### src/rtl/mdu_pkg.sv
// ============================================================================
//  Module      : mdu_pkg
//  Description : Shared constants for the HI/LO multiply/divide unit:
//                op codes, FSM state encoding, divide-by-zero fill value,
//                and a small op-class helper.
//  Revision    : 1.0  initial release
// ============================================================================
`default_nettype none

package mdu_pkg;

    // Op codes presented on the op port
    localparam logic [2:0] c_OP_MULT  = 3'b000;
    localparam logic [2:0] c_OP_MULTU = 3'b001;
    localparam logic [2:0] c_OP_DIV   = 3'b010;
    localparam logic [2:0] c_OP_DIVU  = 3'b011;
    localparam logic [2:0] c_OP_MTHI  = 3'b100;
    localparam logic [2:0] c_OP_MTLO  = 3'b101;
    localparam logic [2:0] c_OP_MADD  = 3'b110;
    localparam logic [2:0] c_OP_MSUB  = 3'b111;

    // FSM state encoding
    localparam logic [1:0] c_ST_IDLE = 2'd0;
    localparam logic [1:0] c_ST_MUL  = 2'd1;
    localparam logic [1:0] c_ST_DIV  = 2'd2;
    localparam logic [1:0] c_ST_FIX  = 2'd3;

    // LO is filled with this bit replicated on a divide by zero
    localparam logic c_DIV0_FILL_BIT = 1'b1;

    // Ops that run through the multiply pipeline
    function automatic logic isMulOp(input logic [2:0] op);
        return (op == c_OP_MULT) || (op == c_OP_MULTU) ||
               (op == c_OP_MADD) || (op == c_OP_MSUB);
    endfunction

    // Ops that run through the iterative divider
    function automatic logic isDivOp(input logic [2:0] op);
        return (op == c_OP_DIV) || (op == c_OP_DIVU);
    endfunction

endpackage

`default_nettype wire

### src/rtl/hilo_mdu_if.sv
// ============================================================================
//  Module      : hilo_mdu_if
//  Description : Request/result bundle between the EX stage (master) and
//                the HI/LO multiply/divide unit (slave).
//  Revision    : 1.0  initial release
// ============================================================================
`default_nettype none

interface hilo_mdu_if #(
    parameter int WIDTH = 32
);
    logic             start;
    logic [2:0]       op;
    logic [WIDTH-1:0] srca;
    logic [WIDTH-1:0] srcb;
    logic             flush;
    logic             busy;
    logic             done;
    logic [WIDTH-1:0] hi;
    logic [WIDTH-1:0] lo;

    modport master (
        output start, op, srca, srcb, flush,
        input  busy, done, hi, lo
    );

    modport slave (
        input  start, op, srca, srcb, flush,
        output busy, done, hi, lo
    );
endinterface

`default_nettype wire

### src/rtl/mdu_divider.sv
// ============================================================================
//  Module      : mdu_divider
//  Description : Unsigned iterative restoring radix-2 divider. Loads the
//                operands on start, then produces one quotient bit per cycle
//                for WIDTH cycles. ready is high whenever no division is
//                running; abort drops an in-flight division.
//  Revision    : 1.0  initial release
// ============================================================================
`default_nettype none

module mdu_divider #(
    parameter int WIDTH = 32
) (
    input  wire logic             clk,
    input  wire logic             rst,
    input  wire logic             start,
    input  wire logic             abort,
    input  wire logic [WIDTH-1:0] dividend,
    input  wire logic [WIDTH-1:0] divisor,
    output logic                  ready,
    output logic [WIDTH-1:0]      quotient,
    output logic [WIDTH-1:0]      remainder
);
    localparam int c_CNT_W = $clog2(WIDTH + 1);

    logic [WIDTH-1:0]   r_quo;
    logic [WIDTH-1:0]   r_rem;
    logic [WIDTH-1:0]   r_div;
    logic [c_CNT_W-1:0] r_count;
    logic               r_running;

    // Partial remainder shifted left with the next dividend bit brought in;
    // one extra bit because the shifted value can reach 2*divisor-1.
    logic [WIDTH:0]     w_shift;
    logic [WIDTH:0]     w_trial;

    assign w_shift = {r_rem, r_quo[WIDTH-1]};
    assign w_trial = w_shift - {1'b0, r_div};

    // Load operands on start, then one restoring step per cycle
    always_ff @(posedge clk or posedge rst) begin
        if (rst) begin
            r_quo     <= '0;
            r_rem     <= '0;
            r_div     <= '0;
            r_count   <= '0;
            r_running <= 1'b0;
        end else if (abort) begin
            r_running <= 1'b0;
        end else if (start) begin
            r_quo     <= dividend;
            r_rem     <= '0;
            r_div     <= divisor;
            r_count   <= c_CNT_W'(WIDTH);
            r_running <= 1'b1;
        end else if (r_running) begin
            if (!w_trial[WIDTH]) begin
                r_rem <= w_trial[WIDTH-1:0];
                r_quo <= {r_quo[WIDTH-2:0], 1'b1};
            end else begin
                r_rem <= w_shift[WIDTH-1:0];
                r_quo <= {r_quo[WIDTH-2:0], 1'b0};
            end
            r_count <= r_count - c_CNT_W'(1);
            if (r_count == c_CNT_W'(1)) begin
                r_running <= 1'b0;
            end
        end
    end

    assign ready     = !r_running;
    assign quotient  = r_quo;
    assign remainder = r_rem;

endmodule

`default_nettype wire

### src/rtl/hilo_mdu.sv
// ============================================================================
//  Module      : hilo_mdu
//  Description : Multiply/divide unit owning the MIPS HI/LO register pair.
//                MULT/MULTU commit after MUL_CYCLES, DIV/DIVU after WIDTH
//                divider iterations plus one sign-fixup cycle. MTHI/MTLO
//                write immediately. busy stalls dependent instructions.
//                Build option: define HILO_MDU_MADD_EN to enable the signed
//                multiply-accumulate ops MADD/MSUB (op 110/111); otherwise
//                those op codes are ignored.
//  Revision    : 1.0  initial release
// ============================================================================
`default_nettype none

module hilo_mdu #(
    parameter int WIDTH      = 32,
    parameter int MUL_CYCLES = 3
) (
    input  wire logic clk,
    input  wire logic rst,
    hilo_mdu_if.slave bus
);
    import mdu_pkg::*;

    localparam int c_CNT_W = $clog2(WIDTH + 1);

    // Architectural and control state
    logic [1:0]         r_state;
    logic [c_CNT_W-1:0] r_count;
    logic [2:0]         r_op;
    logic [WIDTH-1:0]   r_srcA;
    logic [WIDTH-1:0]   r_srcB;
    logic [WIDTH-1:0]   r_hi;
    logic [WIDTH-1:0]   r_lo;
    logic               r_done;

    // Accept control
    logic               w_opLegal;
    logic               w_accept;
    logic               w_countZero;

    // Multiply datapath (magnitudes multiplied, sign applied afterwards)
    logic               w_mulSigned;
    logic               w_mulANeg;
    logic               w_mulBNeg;
    logic [WIDTH-1:0]   w_mulAbsA;
    logic [WIDTH-1:0]   w_mulAbsB;
    logic [2*WIDTH-1:0] w_uProd;
    logic [2*WIDTH-1:0] w_prod;
    logic [2*WIDTH-1:0] w_mulResult;

    // Divide datapath
    logic               w_inDivSigned;
    logic               w_inANeg;
    logic               w_inBNeg;
    logic [WIDTH-1:0]   w_inAbsA;
    logic [WIDTH-1:0]   w_inAbsB;
    logic               w_divStart;
    logic               w_divReady;
    logic [WIDTH-1:0]   w_quo;
    logic [WIDTH-1:0]   w_rem;
    logic               w_divSigned;
    logic               w_quoNeg;
    logic               w_remNeg;
    logic               w_divByZero;
    logic [WIDTH-1:0]   w_divHi;
    logic [WIDTH-1:0]   w_divLo;

`ifdef HILO_MDU_MADD_EN
    assign w_opLegal = 1'b1;
`else
    assign w_opLegal = (bus.op != c_OP_MADD) && (bus.op != c_OP_MSUB);
`endif

    // A flush in the same cycle always wins over a new request
    assign w_accept    = bus.start && (r_state == c_ST_IDLE) && !bus.flush && w_opLegal;
    assign w_countZero = (r_count == '0);

    // Only MULTU treats its operands as unsigned; MADD/MSUB are signed
    assign w_mulSigned = (r_op != c_OP_MULTU);
    assign w_mulANeg   = w_mulSigned & r_srcA[WIDTH-1];
    assign w_mulBNeg   = w_mulSigned & r_srcB[WIDTH-1];
    assign w_mulAbsA   = w_mulANeg ? -r_srcA : r_srcA;
    assign w_mulAbsB   = w_mulBNeg ? -r_srcB : r_srcB;
    assign w_uProd     = {{WIDTH{1'b0}}, w_mulAbsA} * {{WIDTH{1'b0}}, w_mulAbsB};
    assign w_prod      = (w_mulANeg ^ w_mulBNeg) ? -w_uProd : w_uProd;

`ifdef HILO_MDU_MADD_EN
    // Accumulate against HI/LO as they stand at the commit edge
    always_comb begin
        w_mulResult = w_prod;
        case (r_op)
            c_OP_MADD: w_mulResult = {r_hi, r_lo} + w_prod;
            c_OP_MSUB: w_mulResult = {r_hi, r_lo} - w_prod;
            default:   w_mulResult = w_prod;
        endcase
    end
`else
    assign w_mulResult = w_prod;
`endif

    // Divider is fed magnitudes straight from the request at accept time
    assign w_inDivSigned = (bus.op == c_OP_DIV);
    assign w_inANeg      = w_inDivSigned & bus.srca[WIDTH-1];
    assign w_inBNeg      = w_inDivSigned & bus.srcb[WIDTH-1];
    assign w_inAbsA      = w_inANeg ? -bus.srca : bus.srca;
    assign w_inAbsB      = w_inBNeg ? -bus.srcb : bus.srcb;
    assign w_divStart    = w_accept && isDivOp(bus.op);

    mdu_divider #(
        .WIDTH (WIDTH)
    ) u_divider (
        .clk       (clk),
        .rst       (rst),
        .start     (w_divStart),
        .abort     (bus.flush),
        .dividend  (w_inAbsA),
        .divisor   (w_inAbsB),
        .ready     (w_divReady),
        .quotient  (w_quo),
        .remainder (w_rem)
    );

    // Sign fixup: quotient truncates toward zero, remainder follows dividend.
    // MIN / -1 needs no special case: |MIN| / 1 = MIN with a positive sign.
    assign w_divSigned = (r_op == c_OP_DIV);
    assign w_quoNeg    = w_divSigned & (r_srcA[WIDTH-1] ^ r_srcB[WIDTH-1]);
    assign w_remNeg    = w_divSigned & r_srcA[WIDTH-1];
    assign w_divByZero = (r_srcB == '0);
    assign w_divLo     = w_divByZero ? {WIDTH{c_DIV0_FILL_BIT}} : (w_quoNeg ? -w_quo : w_quo);
    assign w_divHi     = w_divByZero ? r_srcA : (w_remNeg ? -w_rem : w_rem);

    // Control FSM, operand latches and HI/LO update
    always_ff @(posedge clk or posedge rst) begin
        if (rst) begin
            r_state <= c_ST_IDLE;
            r_count <= '0;
            r_op    <= c_OP_MULT;
            r_srcA  <= '0;
            r_srcB  <= '0;
            r_hi    <= '0;
            r_lo    <= '0;
            r_done  <= 1'b0;
        end else begin
            r_done <= 1'b0;
            case (r_state)
                c_ST_IDLE: begin
                    if (w_accept) begin
                        r_op   <= bus.op;
                        r_srcA <= bus.srca;
                        r_srcB <= bus.srcb;
                        case (bus.op)
                            c_OP_MTHI: r_hi <= bus.srca;
                            c_OP_MTLO: r_lo <= bus.srca;
                            c_OP_DIV, c_OP_DIVU: begin
                                r_state <= c_ST_DIV;
                                r_count <= c_CNT_W'(WIDTH - 1);
                            end
                            default: begin
                                r_state <= c_ST_MUL;
                                r_count <= c_CNT_W'(MUL_CYCLES - 1);
                            end
                        endcase
                    end
                end
                c_ST_MUL: begin
                    if (bus.flush) begin
                        r_state <= c_ST_IDLE;
                    end else if (w_countZero) begin
                        {r_hi, r_lo} <= w_mulResult;
                        r_done       <= 1'b1;
                        r_state      <= c_ST_IDLE;
                    end else begin
                        r_count <= r_count - c_CNT_W'(1);
                    end
                end
                c_ST_DIV: begin
                    if (bus.flush) begin
                        r_state <= c_ST_IDLE;
                    end else if (w_countZero) begin
                        r_state <= c_ST_FIX;
                    end else begin
                        r_count <= r_count - c_CNT_W'(1);
                    end
                end
                c_ST_FIX: begin
                    if (bus.flush) begin
                        r_state <= c_ST_IDLE;
                    end else if (w_divReady) begin
                        r_hi    <= w_divHi;
                        r_lo    <= w_divLo;
                        r_done  <= 1'b1;
                        r_state <= c_ST_IDLE;
                    end
                end
                default: r_state <= c_ST_IDLE;
            endcase
        end
    end

    assign bus.busy = (r_state != c_ST_IDLE);
    assign bus.done = r_done;
    assign bus.hi   = r_hi;
    assign bus.lo   = r_lo;

endmodule

`default_nettype wire
### src/flat_wrapper.sv
// flat-port wrapper written by rule: the top's interface ports become plain ports
module hilo_mdu_flat import mdu_pkg::*;
#(
    parameter int WIDTH      = 32,
    parameter int MUL_CYCLES = 3
)
  (clk, rst, bus_start, bus_op, bus_srca, bus_srcb, bus_flush, bus_busy, bus_done, bus_hi, bus_lo);
  hilo_mdu_if #(.WIDTH(WIDTH)) bus_i ();
  input  wire logic clk;
  input  wire logic rst;
  input wire logic [$bits(bus_i.start)-1:0] bus_start;
  input wire logic [$bits(bus_i.op)-1:0] bus_op;
  input wire logic [$bits(bus_i.srca)-1:0] bus_srca;
  input wire logic [$bits(bus_i.srcb)-1:0] bus_srcb;
  input wire logic [$bits(bus_i.flush)-1:0] bus_flush;
  output wire logic [$bits(bus_i.busy)-1:0] bus_busy;
  output wire logic [$bits(bus_i.done)-1:0] bus_done;
  output wire logic [$bits(bus_i.hi)-1:0] bus_hi;
  output wire logic [$bits(bus_i.lo)-1:0] bus_lo;
  assign bus_i.start = bus_start;
  assign bus_i.op = bus_op;
  assign bus_i.srca = bus_srca;
  assign bus_i.srcb = bus_srcb;
  assign bus_i.flush = bus_flush;
  assign bus_busy = bus_i.busy;
  assign bus_done = bus_i.done;
  assign bus_hi = bus_i.hi;
  assign bus_lo = bus_i.lo;
  hilo_mdu #(.WIDTH(WIDTH), .MUL_CYCLES(MUL_CYCLES)) u_core (.clk(clk), .rst(rst), .bus(bus_i));
endmodule
### config.mk
export PLATFORM = sky130hd
export DESIGN_NAME = hilo_mdu_flat
export DESIGN_NICKNAME = d
export VERILOG_FILES = /design/src/rtl/mdu_pkg.sv /design/src/rtl/hilo_mdu_if.sv /design/src/rtl/mdu_divider.sv /design/src/rtl/hilo_mdu.sv /design/src/flat_wrapper.sv
export SDC_FILE = /design/constraint.sdc
export NUM_CORES = 2
export LEC_CHECK = 0
export ABC_AREA = 0
export CAP_MARGIN = 20
export CORE_MARGIN = 1.5
export CORE_UTILIZATION = 45
export CTS_BUF_LIST = sky130_fd_sc_hd__clkbuf_4
export DETAILED_ROUTE_END_ITERATION = 8
export PLACE_DENSITY_LB_ADDON = 0.15
export REMOVE_ABC_BUFFERS = 1
export SYNTH_ARGS = -nofsm -noshare
export SYNTH_HDL_FRONTEND = slang
export SYNTH_SLANG_ARGS = --single-unit
### constraint.sdc
create_clock -name clk -period 10.75 [get_ports clk]
set_input_delay 2.15 -clock clk [delete_from_list [all_inputs] [get_ports clk]]
set_output_delay 2.15 -clock clk [all_outputs]
set_load 0.005 [all_outputs]
==> flow_summary_export.csv <==
group,metric,value,unit
floorplanning,die_y,341,um
synth,avgSynthCellArea,8.40,um2
setup_path,cp-end-kind,"flop",
setup_path,slowest_delay,0.60,ns
synth,synthTopCellsByArea,"fa_1 (35%), dfrtp_1 (12%), ha_1 (7.6%)",
sta,hold_viol,0,
floorplanning,start_util,45.5,%
setup_path,r2r-start,"u_core.r_srcA[4]",
global_route,grt_max_degree,116,
finish,final_cell_mix,"inv_1 (969), fa_1 (890), nand2_1 (769), nor2_1 (768), buf_4 (542)",
sta,finClkSkew,0.111,ns
setup_path,path_common_cell,"fa_1",
floorplanning,die_x,341,um
synth,ys_seq_elements,243,
drt,via_per_inst,5.63,
worst_hold_path,hold_path.class,"reg2reg",
global_route,grt_use_total,33.3,%
setup_path,cp.required,11.31,ns
synth,synth_top_area_cell,"fa_1",
run_status,status,"completed",
synth,ys_async_sr_fraction,100,%
clock_tree,cts.sinks,243,
setup_path,critPathLaunchType,"flop",
drt,vias,45800,
global_route,antenna_found_initial,3,
sta,tightest_slew,1.06,ns
synth,ys_types,84,
global_route,grt_overflow,0,
drt,ant_nets,0,
sta,finalSetupViolCount,0,
setup_path,worstRegToRegCells,33,
floorplanning,num_rows,123,
clock_tree,cts_buffer_depth,3,
sta,rsz0062_at_grt,"yes",
global_route,grt_pass1_wl,292,mm
synth,synth_edf_count,0,
floorplanning,coreArea,113000,um2
sta,fmax,0.0955,GHz
sta,fin_crit_sh,97.4,%
job,cap_violations,0,
synth,synth_ff_type,"dfrtp_1",
finish,fin_util,53.8,%
clock_tree,cts_max_level,2,
synth,synthCells,6106,
setup_path,rr_endpoint,"u_core.bus.hi[27]",
clock_tree,cts_tree,"built",
worst_hold_path,hold_end,"u_core.bus.lo[0]",
sta,period_needed,10.47,ns
place,gp_congestion,0.977,
finish,area_growth,18.2,%
drt,drc,0,
drt,wl,193,mm
setup_path,cpMaxStageDelayCell,"fa_2",
floorplanning,ios,137,
sta,drv_slew,0,
place,dp_hpwl,162,mm
floorplanning,dieArea,116000,um2
drt,dr.first_iter.drc_count,3559,
setup_path,worstPathArrival,11.03,ns
worst_hold_path,holdPathStages,1,
place,portBuffers,136,
clock_tree,numCtsBuffers,61,
finish,mostFrequentLayoutCell,"inv_1",
drt,wl_per_cell,23.7,um
clock_tree,root_buffer,"clkbuf_4",
setup_path,crit_path_max_fanout,8,
synth,synth_area,51300,um2
synth,ys_seq_area_share,11.9,%
setup_path,path_class,"reg2reg",
drt,first_pass_iters,7,
synth,synth_top_area_share,35.0,%
sta,max_slew_margin,28.9,%
finish,drive_gt1_share,15.0,%
finish,fin_nets,7858,
global_route,grt_pass1_vias,46600,
setup_path,r2r_setup_slack,0.28,ns
synth,synth_warnings,0,
worst_hold_path,min_from,"u_core.bus.lo[0]",
clock_tree,clk-insertion-delay-late,0.83,ns
clock_tree,clk_pin_slew,0.09,ns
[through the flow]
step	hold WS (ns)	worst slack, ns	cell area [um2]	instances	TNS, ns
floorplan	0.450	-0.121	50000	5772	-0.412
global placement	0.460	-0.273	58800	7997	-2.01
detailed placement	0.467	-0.301	58800	7997	-2.59
CTS	0.484	0.00566	59700	8114	0
global route	0.503	-0.0743	60700	8134	-0.302
finish	0.483	0.280	60700	8138	0
[sequential cells by signal, summed over array words and instances, names as in the netlist, 32 cells and up]
signal,count
u_core.bus.hi,32
u_core.bus.lo,32
u_core.r_srcA,32
u_core.r_srcB,32
u_core.u_divider.quotient,32
u_core.u_divider.r_div,32
u_core.u_divider.remainder,32
[cells by family (layout without fill, tap and decap cells)]
group | count (synthesis) | after routing | synth area share (%)
fa+ha+maj | 1207 | 1207 | 42.6
flops | 243 | 243 | 11.9
xor+xnor | 355 | 355 | 6.06
mux | 95 | 95 | 2.01
compound gates | 947 | 947 | 11.7
other cells | 0 | 6 | 0
buf+inv | 1304 | 1830 | 9.61
simple gates | 1955 | 1955 | 16.2
[critical path, delay by kind of cell (launching register included)]
family	cells	cell delay, ns
AO/OA/AOI/OAI	7	1.36
flip-flops	1	0.39
adder cells (fa/ha/maj)	9	4.43
XOR/XNOR	1	0.27
buffers and inverters	6	0.79
AND/OR/NAND/NOR	10	2.91
[layout make-up]
class                   instances  area [um2]
multi-input cells            4559       41600
flip-flops and latches        243        6080
fillers                     10700       52100
diodes                          6        15.0
clock inverters                29         160
clock buffers                  86         646
repair buffers                745        6690
inverters                     970        3650
well taps                    1500        1880
[how the worst max path moves through the flow]
stage                           from                end  slack, ns  cells past startpoint
floorplan           u_core.r_srcA[4]  u_core.bus.hi[26]      -0.12                     33
global placement    u_core.r_srcA[4]   u_core.bus.hi[4]      -0.27                     38
detailed placement  u_core.r_srcA[4]   u_core.bus.hi[4]      -0.30                     39
CTS                 u_core.r_srcA[4]  u_core.bus.hi[27]      0.006                     37
global route        u_core.r_srcA[4]  u_core.bus.hi[19]      -0.07                     35
finish              u_core.r_srcA[4]  u_core.bus.hi[27]       0.28                     33
[metal layers]
metal | global-route usage (%) | up-vias | part of all wire, %
li1 | - | 20400 | -
met1 | 46.1 | 23300 | 42
met2 | 53.9 | 1801 | 46
met3 | 4.00 | 332 | 7.6
met4 | 11.6 | 0 | 4.3
met5 | 0 | - | 0
[synthesized netlist by cell type (35+ instances only)]
library cell and number:
nand2_1 775, xnor2_1 199, nor4_1 41, o31ai_1 40, o21ai_0 279, clkbuf_1 313, a221oi_1 51, mux2_2 64
a22oi_1 35, and2_1 35, fa_1 897, a21o_1 43, nand4_1 37, xor2_1 156, dfrtp_1 243, a31oi_1 42
inv_1 970, ha_1 310, a21oi_1 209, nor2_1 778, nand3_1 50, nor3_1 79
[repair_timing]
action	4_1_cts	5_1_grt
buffers inserted	2	15
setup endpoints to repair	27	34
hold buffers	0	0
pin swaps	6	52
gates resized for setup	32	171
gates cloned	0	2
Power is left out: the tool's default activity adds up to more than one toggle a clock period on the data nets, which glitch-free logic cannot reach.
